$ cat src/rtl/riscv_pkg.sv
// rtl/riscv_pkg.sv - shared widths, encodings and MEM-stage FSM states
package riscv_pkg;
  localparam int XLEN = 32;
  localparam logic [1:0] RESULT_SRC_MEM = 2'b01;

  typedef enum logic [1:0] {
    IDLE = 2'd0,
    WAIT = 2'd1,
    DONE = 2'd2,
    ERR  = 2'd3
  } mem_state_t;
endpackage

$ cat src/rtl/mem_stage_ctrl_wait_timer.sv
// rtl/mem_stage_ctrl_wait_timer.sv - saturating WAIT-cycle counter with expiry flag
module wait_timer #(
  parameter int TIMEOUT_CYCLES = 16
) (
  input  logic clk,
  input  logic reset,
  input  logic clear_i,
  input  logic en_i,
  output logic expired_o
);
  localparam int TW = $clog2(TIMEOUT_CYCLES + 1);

  logic [TW-1:0] count_q;
  logic [TW-1:0] count_d;

  assign expired_o = (count_q == TW'(TIMEOUT_CYCLES - 1));

  // Holds at the expiry value so the count can never wrap.
  always_comb begin
    count_d = count_q;
    if (clear_i)
      count_d = '0;
    else if (en_i && !expired_o)
      count_d = count_q + 1'b1;
  end

  always_ff @(posedge clk or posedge reset) begin
    if (reset)
      count_q <= '0;
    else
      count_q <= count_d;
  end
endmodule

$ cat src/rtl/mem_stage_ctrl.sv
// rtl/mem_stage_ctrl.sv - MEM-stage sequencer for a multi-cycle req/ack data bus
module mem_stage_ctrl
  import riscv_pkg::*;
#(
  parameter int              TIMEOUT_CYCLES = 16,
  parameter logic [XLEN-1:0] ERR_RDATA      = 32'h0000_0000
) (
  input  logic            clk,
  input  logic            reset,
  input  logic [XLEN-1:0] ALUResultM,
  input  logic [XLEN-1:0] WriteDataM,
  input  logic            MemWriteM,
  input  logic [1:0]      ResultSrcM,
  output logic            mem_req,
  output logic            mem_we,
  output logic [XLEN-1:0] mem_addr,
  output logic [XLEN-1:0] mem_wdata,
  input  logic [XLEN-1:0] mem_rdata,
  input  logic            mem_ack,
  output logic [XLEN-1:0] ReadDataM,
  output logic            StallM,
  output logic            FlushW,
  output logic            MemErrM
);
  mem_state_t      state_q, state_d;
  logic            req_q, req_d;
  logic            we_q, we_d;
  logic [XLEN-1:0] addr_q, addr_d;
  logic [XLEN-1:0] wdata_q, wdata_d;
  logic [XLEN-1:0] rdata_q, rdata_d;
  logic            err_q, err_d;
  logic            timer_clr, timer_en, timer_expired;
  logic            acc, misaligned;

  assign acc        = MemWriteM | (ResultSrcM == RESULT_SRC_MEM);
  assign misaligned = (ALUResultM[1:0] != 2'b00);

  wait_timer #(.TIMEOUT_CYCLES(TIMEOUT_CYCLES)) u_wait_timer (
    .clk       (clk),
    .reset     (reset),
    .clear_i   (timer_clr),
    .en_i      (timer_en),
    .expired_o (timer_expired)
  );

  always_ff @(posedge clk or posedge reset) begin
    if (reset)
      state_q <= IDLE;
    else
      state_q <= state_d;
  end

  // Ack takes priority over expiry so a late-but-valid response is never discarded.
  always_comb begin
    state_d = state_q;
    case (state_q)
      IDLE: if (acc) state_d = misaligned ? ERR : WAIT;
      WAIT: begin
        if (mem_ack)
          state_d = DONE;
        else if (timer_expired)
          state_d = ERR;
      end
      DONE:    state_d = IDLE;
      ERR:     state_d = IDLE;
      default: state_d = IDLE;
    endcase
  end

  always_comb begin
    StallM = ((state_q == IDLE) && acc) || (state_q == WAIT);
    FlushW = StallM;
  end

  always_comb begin
    req_d     = req_q;
    we_d      = we_q;
    addr_d    = addr_q;
    wdata_d   = wdata_q;
    rdata_d   = rdata_q;
    timer_clr = 1'b0;
    timer_en  = 1'b0;
    case (state_q)
      IDLE: begin
        if (acc && !misaligned) begin
          req_d     = 1'b1;
          we_d      = MemWriteM;
          addr_d    = {ALUResultM[XLEN-1:2], 2'b00};
          wdata_d   = WriteDataM;
          timer_clr = 1'b1;
        end else if (acc && !MemWriteM) begin
          rdata_d = ERR_RDATA;
        end
      end
      WAIT: begin
        if (mem_ack) begin
          req_d = 1'b0;
          if (!we_q)
            rdata_d = mem_rdata;
        end else if (timer_expired) begin
          req_d   = 1'b0;
          rdata_d = ERR_RDATA;
        end else begin
          timer_en = 1'b1;
        end
      end
      default: ;
    endcase
    err_d = (state_d == ERR);
  end

  always_ff @(posedge clk or posedge reset) begin
    if (reset) begin
      req_q   <= 1'b0;
      we_q    <= 1'b0;
      addr_q  <= '0;
      wdata_q <= '0;
      rdata_q <= '0;
      err_q   <= 1'b0;
    end else begin
      req_q   <= req_d;
      we_q    <= we_d;
      addr_q  <= addr_d;
      wdata_q <= wdata_d;
      rdata_q <= rdata_d;
      err_q   <= err_d;
    end
  end

  assign mem_req   = req_q;
  assign mem_we    = we_q;
  assign mem_addr  = addr_q;
  assign mem_wdata = wdata_q;
  assign ReadDataM = rdata_q;
  assign MemErrM   = err_q;
endmodule
$ cat config.mk
export PLATFORM = sky130hd
export DESIGN_NAME = mem_stage_ctrl
export DESIGN_NICKNAME = d
export VERILOG_FILES = /design/src/rtl/riscv_pkg.sv /design/src/rtl/mem_stage_ctrl_wait_timer.sv /design/src/rtl/mem_stage_ctrl.sv
export SDC_FILE = /design/constraint.sdc
export NUM_CORES = 1
export LEC_CHECK = 0
export ABC_AREA = 1
export CAP_MARGIN = 10
export CORE_MARGIN = 2
export CORE_UTILIZATION = 42
export DETAILED_ROUTE_END_ITERATION = 8
export GPL_TIMING_DRIVEN = 0
export PLACE_DENSITY_LB_ADDON = 0.15
export SETUP_SLACK_MARGIN = 0.15
export SLEW_MARGIN = 20
export SYNTH_ARGS = -nofsm -noshare
export SYNTH_HDL_FRONTEND = slang
export SYNTH_SLANG_ARGS = --single-unit
$ cat constraint.sdc
create_clock -name clk -period 4.9 [get_ports clk]
set_clock_uncertainty 0.15 [all_clocks]
set_input_delay 0.98 -clock clk [delete_from_list [all_inputs] [get_ports clk]]
set_output_delay 0.98 -clock clk [all_outputs]
set_load 0.01 [all_outputs]
-- Yosys cells after proc, flatten, opt, wreduce, memory -nomap -nowiden
Index checks and enable logic that the tools add are counted.
- bits in registers: 104
- word-level logic and storage cells: 59
- add/subtract/negate cells: 1
- equal/unequal tests: 11
- mux-type cells: 22
- bitwise gates (word level): 1
- reduce and logical (&&, ||, !) cells: 16
- operator list (kind ; count):
    32-bit two-way mux ; 5
    32-bit one-hot mux with 2 select lines ; 1
    5-bit two-way mux ; 2
    1-bit two-way mux ; 8
    2-bit two-way mux ; 4
    2-bit == test, second input constant ; 3
    2-bit one-hot mux with 3 select lines ; 1
    2-bit nonzero test ; 3
    5-bit by 1-bit adder with 5-bit output, second input constant ; 1
    5-bit by 4-bit == test with 1-bit output, second input constant ; 1
    5-bit AND reduction ; 1
    2-bit by 1-bit == test with 1-bit output, second input constant ; 2
    1-bit logical AND ; 4
    2-bit by 1-bit inequality test with 1-bit output, second input constant ; 2
    1-bit zero test ; 3
    3-bit by 2-bit inequality test with 1-bit output, second input constant ; 1
    3-bit inequality test, second input constant ; 1
    3-bit AND reduction ; 1
    2-bit zero test ; 1
    2-bit inequality test, second input constant ; 1
    1-bit one-hot mux with 2 select lines ; 1
    2-bit AND reduction ; 1
    2-bit OR reduction ; 1
    1-bit logical OR ; 1
    1-bit OR ; 1

-- Depth between registers and ports, before layout
Gate-level depths: netlist (run 1).
- depth in word-level cells: 7
- mapped depth: 10
- mapped depth without buffers: 10

-- Modules after synthesis
A second synthesis (run 1) with hierarchy kept.
- cell total of the unflattened synthesis: 552
- area, all modules: 4490.6 um^2
- by module, submodules not included (module ; instances ; cells an instance ; area each (um^2) ; sequential area each (um^2)):
    mem_stage_ctrl ; 1 ; 515 ; 4204.0 ; 2477.4
    wait_timer ; 1 ; 37 ; 286.5 ; 125.1

-- Least setup slack after synthesis (run 1)
OpenSTA, ideal clock, no wires.
- path kind: input-to-output
- start point: in MemWriteM
- end point: out StallM
- arrival time: 1.459 ns
- data required time: 3.770 ns
- path slack: 2.311 ns
- stages: 5
- path through: inv_1 > nand2_1 > nand2_1 > nand2_1 > buf_4
- cells in the longest elaborated chain, start to end: 3
- ends and longest elaborated chain (item ; RTL line ; RTL):
    from (decl) ; mem_stage_ctrl.sv:12 ; input logic MemWriteM,
    1-bit OR ; mem_stage_ctrl.sv:35 ; assign acc = MemWriteM | (ResultSrcM == RESULT_SRC_MEM);
    1-bit logical AND ; mem_stage_ctrl.sv:71 ; StallM = ((state_q == IDLE) && acc) || (state_q == WAIT);
    1-bit logical OR ; mem_stage_ctrl.sv:71 ;
    to (decl) ; mem_stage_ctrl.sv:21 ; output logic StallM,
No other way between the ends.

-- Worst setup path in the final report (run 1)
Same ends and word-level chain as after synthesis.

==> impl_metrics.tcl, run 1 <==
set metrics [dict create \
    critPathMaxFanout 3 \
    fin_nets 863 \
    postCtsSetupBuffers 0 \
    cts_buffer_depth 2 \
    grt-ovfl-total 0 \
    die_w_um 108.4 \
    combPwrFrac_pct 46.7 \
    totalPowerFinal_mw 3.776 \
    dp.cells 887 \
    p_sw_mw 1.306 \
    numClockSinks 104 \
    maxCapViolations 0 \
    coreArea_sq_um 10750 \
    dr_total_vias 4258 \
    finalWorstSetupSlack_ns 1.321 \
    setup.worst_path.end_class "primary output" \
    synth_area_leaders "dfrtp_1 57%, nand2_1 14%, o21ai_1 7.1%" \
    root_buffer "clkbuf_8" \
    place_congestion 0.8134 \
    r2r_slack_ns 2.86 \
    clk_pin_slew_ns 0.08 \
    remaining_drc_errors 0 \
    dp_worst_setup_slack_ns 1.315 \
    synth_top_area_share_pct 56.86 \
    initial_core_util_pct 42.59 \
    required_ns 3.77 \
    fmax_mhz 279.4 \
    period_share_pct 73.03 \
    postCtsResizedCells 0 \
    cp.arrival_ns 2.45 \
    ys_seq_area_share_pct 56.86 \
    drt_wl_total_mm 12.18 \
    criticalPathCategory "input port to primary output" \
    drtAntennaViolNets 0 \
    hold_slack_ns 0.3251 \
    multiInputGateArea_sq_um 1483 \
    irDropWorstVdd_uv 269.0 \
    cts_tree "built" \
    p_int_mw 2.470 \
    wl_per_cell_um 13.51 \
    cts_max_level 3 \
    grt_pass1_vias 4167 \
    seq_area_sq_um 2603 \
    antenna_found_initial 0 \
    synth_warnings 0 \
    vias_per_cell 4.721 \
    setup_viol 0 \
    p_per_area_nw_per_um2 540.6 \
    synthDistinctLibCells 21 \
    avgSynthCellArea_sq_um 8.383 \
    grt_usage_pct 21.61 \
    netlist_area_sq_um 4577 \
    grt_pass1_wl_mm 20.00 \
    stdcell_count 902 \
    hold_violations 0 \
    cts_hold_buf 0 \
    clk-insertion-delay-late_ns 0.35 \
    antenna_cells 0 \
    seq_power_share_pct 38.8 \
    dp_hpwl_mm 9.014 \
    syn_inst 546 \
    sw_frac_of_total_pct 34.59 \
    io_pins 203 \
    worstHoldPathType "flop to flop" \
    rows 38 \
    io_buffers 199 \
    final_layout_size_suffix_gt1_share_pct 7.612 \
    synthToLayoutAreaGrowth_pct 52.62 \
    clock_power_share_pct 14.6 \
    fp.dieArea_sq_um 11750 \
    status "finished clean" \
    cts_made_buffers 9 \
    start_kind "input port" \
    nFillCells 946 \
    maxSlewViolCount 0 \
    p_leak_nw 3.479 \
    drt_iter0_markers 264 \
    grt_max_degree 69 \
    rsz0062_at_grt "false" \
    die_y_um 108.4 \
    drt-pass1-iter-count 6 \
    period_minus_slack_ns 3.579 \
    ys_seq_elements 104 \
    yosysTopAreaCell "dfrtp_1" \
]
[state kept, by name (all words and copies together) (netlist names)]
signal	count
ReadDataM	32
mem_wdata	32
mem_addr	30
u_wait_timer.count_q	5
state_q	2
MemErrM	1
mem_req	1
mem_we	1
[final timing paths]
| check | from | endpoint | depth (start not counted) |
|---|---|---|---|
| setup / recovery | MemWriteM | StallM | 7 |
| hold / removal | ReadDataM[2] | ReadDataM[2] | 2 |
| setup reg to reg | u_wait_timer.count_q[0] | ReadDataM[23] | 10 |
| hold reg to reg | ReadDataM[2] | ReadDataM[2] | 2 |
| max in group asynchronous | reset | ReadDataM[23] | 3 |
| min in group asynchronous | reset | mem_wdata[27] | 2 |
[cells by family after synthesis]
group / Yosys count / share of synthesized area [%]
simple gates: 256 / 23.62
buf+inv: 112 / 10.83
flops: 104 / 56.86
compound gates: 69 / 7.600
fa+ha+maj: 3 / 0.8202
xor+xnor: 1 / 0.1914
other cells: 1 / 0.08193
[stage by stage]
step           instance area (sq um)  TNS, ns  util (%)
4_1_cts                         6985        0     65.01
2_1_floorplan                   4581        0         -
5_1_grt                         6985        0     65.01
3_3_place_gp                    6748   -53.31     62.80
3_5_place_dp                    6780        0     63.10
6_report                        6985        0     65.01
[routing by layer]
layer / GRT usage [%] / wire length [um] / up-vias
li1: - / - / 2116
met1: 27.43 / 5106 / 1970
met3: 4.461 / 867 / 21
met5: 0 / 0 / -
met2: 36.16 / 5919 / 151
met4: 8.791 / 288 / 0
[critical path, cell delays in order]
cell and delay (ns):
clkdlybuf4s50_1 0.45, inv_1 0.06, nand2_1 0.11, nand2_1 0.10
nand2_1 0.11, buf_4 0.11, clkdlybuf4s50_1 0.52
[cells in the final DEF (no fill, tap or decap)]
master | netlist | layout
clkdlybuf4s50_1 | 0 | 199
nand2_1 | 173 | 173
dfrtp_1 | 104 | 104
inv_1 | 74 | 73
o21ai_1 | 65 | 65
nor2_1 | 38 | 38
nand4_1 | 32 | 32
buf_2 | 21 | 21
buf_4 | 13 | 13
clkbuf_8 | 0 | 12
nand3_1 | 5 | 5
nand3_2 | 3 | 3
clkbuf_1 | 3 | 3
ha_1 | 3 | 3
nor3_1 | 2 | 2
o21ai_0 | 2 | 2
o22ai_1 | 2 | 2
conb_1 | 1 | 2
clkinv_2 | 0 | 2
nor2_2 | 1 | 1
inv_2 | 1 | 1
nor2_4 | 1 | 1
xor2_1 | 1 | 1
nand2_2 | 1 | 1
inv_6 | 0 | 1
bufinv_16 | 0 | 1
buf_16 | 0 | 1
[cells in the mapped netlist]
cell,n
buf_4,13
o22ai_1,2
inv_2,1
nor2_2,1
nand4_1,32
nand2_1,173
nor3_1,2
o21ai_0,2
nand2_2,1
dfrtp_1,104
ha_1,3
nand3_2,3
clkbuf_1,3
nor2_1,38
xor2_1,1
buf_2,21
nor2_4,1
inv_1,74
nand3_1,5
o21ai_1,65
conb_1,1
[power by group through the flow]
stage               clock network, mW  logic (mW)  registers, mW
floorplan                           0       0.587           1.63
global placement                    0        1.74           1.46
detailed placement                  0        1.78           1.48
CTS                             0.565        1.79           1.47
global route                    0.603        1.93           1.51
finish                          0.550        1.76           1.46
[layout make-up]
| type | count | area share [%] |
|---|---|---|
| timing repair buffer | 200 | 28.91 |
| inverter | 75 | 4.102 |
| sequential | 104 | 37.26 |
| clock inverter | 3 | 0.5732 |
| tap | 140 | 2.508 |
| multi-input combinational | 331 | 21.23 |
| buffer | 37 | 3.063 |
| clock buffer | 12 | 2.364 |
Note: power is estimated with default switching activity, not from simulation.
==> run 2, diff against run 1 <==
Clock period 4.9 ns to 3.3 ns, I/O delays scaled along.
==> impl_metrics.tcl, run 2 (same netlist as run 1, synthesis figures left out) <==
set metrics [dict create \
    dr_total_vias 4265 \
    grt_pass1_wl_mm 20.20 \
    wl_per_cell_um 13.34 \
    drt-pass1-iter-count 5 \
    antenna_cells 0 \
    critPathMaxFanout 3 \
    io_pins 203 \
    period_share_pct 89.56 \
    cts_buffer_depth 2 \
    final_common_cell "clkdlybuf4s50_1" \
    remaining_drc_errors 0 \
    drt_wl_total_mm 12.08 \
    fin_nets 865 \
    grt_max_degree 33 \
    cts_max_level 3 \
    die_w_um 108.4 \
    coreArea_sq_um 10750 \
    required_ns 2.49 \
    cp.arrival_ns 2.15 \
    dp.cells 889 \
    cts_hold_buf 0 \
    dp_hpwl_mm 9.155 \
    p_leak_nw 3.493 \
    numClockSinks 104 \
    setup_viol 0 \
    postLayoutCellArea_sq_um 7033 \
    hold_violations 0 \
    grt_pass1_vias 4230 \
    cts_tree "built" \
    cts_made_buffers 9 \
    drt_iter0_markers 131 \
    status "finished clean" \
    rsz0062_at_grt "false" \
    irDropWorstVdd_uv 486.6 \
    worst_pin_slew_ns 0.7443 \
    period_minus_slack_ns 2.955 \
    layout_common_cells "199 x clkdlybuf4s50_1, 173 x nand2_1, 104 x dfrtp_1" \
    criticalPathCategory "input port to primary output" \
    root_buffer "clkbuf_8" \
    final_layout_size_suffix_gt1_share_pct 7.582 \
    fp.dieArea_sq_um 11750 \
    initial_core_util_pct 42.59 \
    stdcell_count 905 \
    setup.worst_path.end_class "primary output" \
    synthToLayoutAreaGrowth_pct 53.66 \
    grt-ovfl-total 0 \
    fmax_mhz 338.4 \
    clk-insertion-delay-late_ns 0.37 \
    worstHoldPathType "flop to flop" \
    drtAntennaViolNets 0 \
    clk_pin_slew_ns 0.09 \
    io_buffers 199 \
    dpl_cell_area_sq_um 6819 \
    p_per_area_nw_per_um2 802.8 \
    postCtsResizedCells 0 \
    maxSlewViolCount 0 \
    relSlewSlack_pct 50.28 \
    start_kind "input port" \
    antenna_found_initial 0 \
    die_y_um 108.4 \
    postCtsSetupBuffers 0 \
    grt_usage_pct 21.99 \
    place_congestion 0.8376 \
    rows 38 \
    setup_tns_ns 0 \
    maxCapViolations 0 \
    vias_per_cell 4.713 \
]
run 2: final timing paths:
path,from,to,slack (ns),depth (start not counted)
worst max-delay path,ResultSrcM[0],StallM,0.34,7
worst min-delay path,ReadDataM[28],ReadDataM[28],0.33,2
worst max register to register,u_wait_timer.count_q[0],ReadDataM[12],1.30,10
worst min register to register,ReadDataM[28],ReadDataM[28],0.33,2
max in group asynchronous,reset,ReadDataM[7],1.65,4
min in group asynchronous,reset,mem_addr[26],0.62,2
run 2: worst max-delay path, stage by stage:
cell	delay (ns)
clkdlybuf4s50_1	0.50
nand2_1	0.06
nand2_1	0.09
nand2_1	0.10
nand2_1	0.11
buf_4	0.11
clkdlybuf4s50_1	0.52
run 2: metal layers:
metal	up-vias	track usage, %	wire length, um
met2	159	36.30	5603
met5	-	0	0
met1	1967	27.11	5116
met3	24	5.726	1000
li1	2115	-	-
met4	0	10.07	354
run 2: final cells by class:
cell class / count / area, sq um
clock buffer: 13 / 148.9
buffer: 37 / 214.0
clock inverter: 3 / 65.06
tap: 140 / 175.2
sequential: 104 / 2603
timing repair buffer: 202 / 2059
inverter: 75 / 285.3
multi-input combinational: 331 / 1483
fill: 967 / 3712
run 2: power breakdown:
part / leakage (nW) / total (mW) / switching [mW] / internal [mW]
clock: 0.108 / 0.857 / 0.409 / 0.448
combinational: 2.04 / 2.61 / 1.20 / 1.42
sequential: 1.34 / 2.18 / 0.328 / 1.85
total: 3.49 / 5.65 / 1.93 / 3.71
run 2: per-stage QoR:
stage               hold slack, ns  setup WS, ns  utilization (%)  power [mW]
global placement            0.3052        0.2063            62.83       4.749
CTS                         0.3309        0.3469            65.45       5.706
finish                      0.3251        0.3446            65.45       5.646
global route                0.3647        0.2569            65.45       6.060
detailed placement          0.3088        0.3593            63.46       4.835
floorplan                   0.3454         1.244                -       3.299
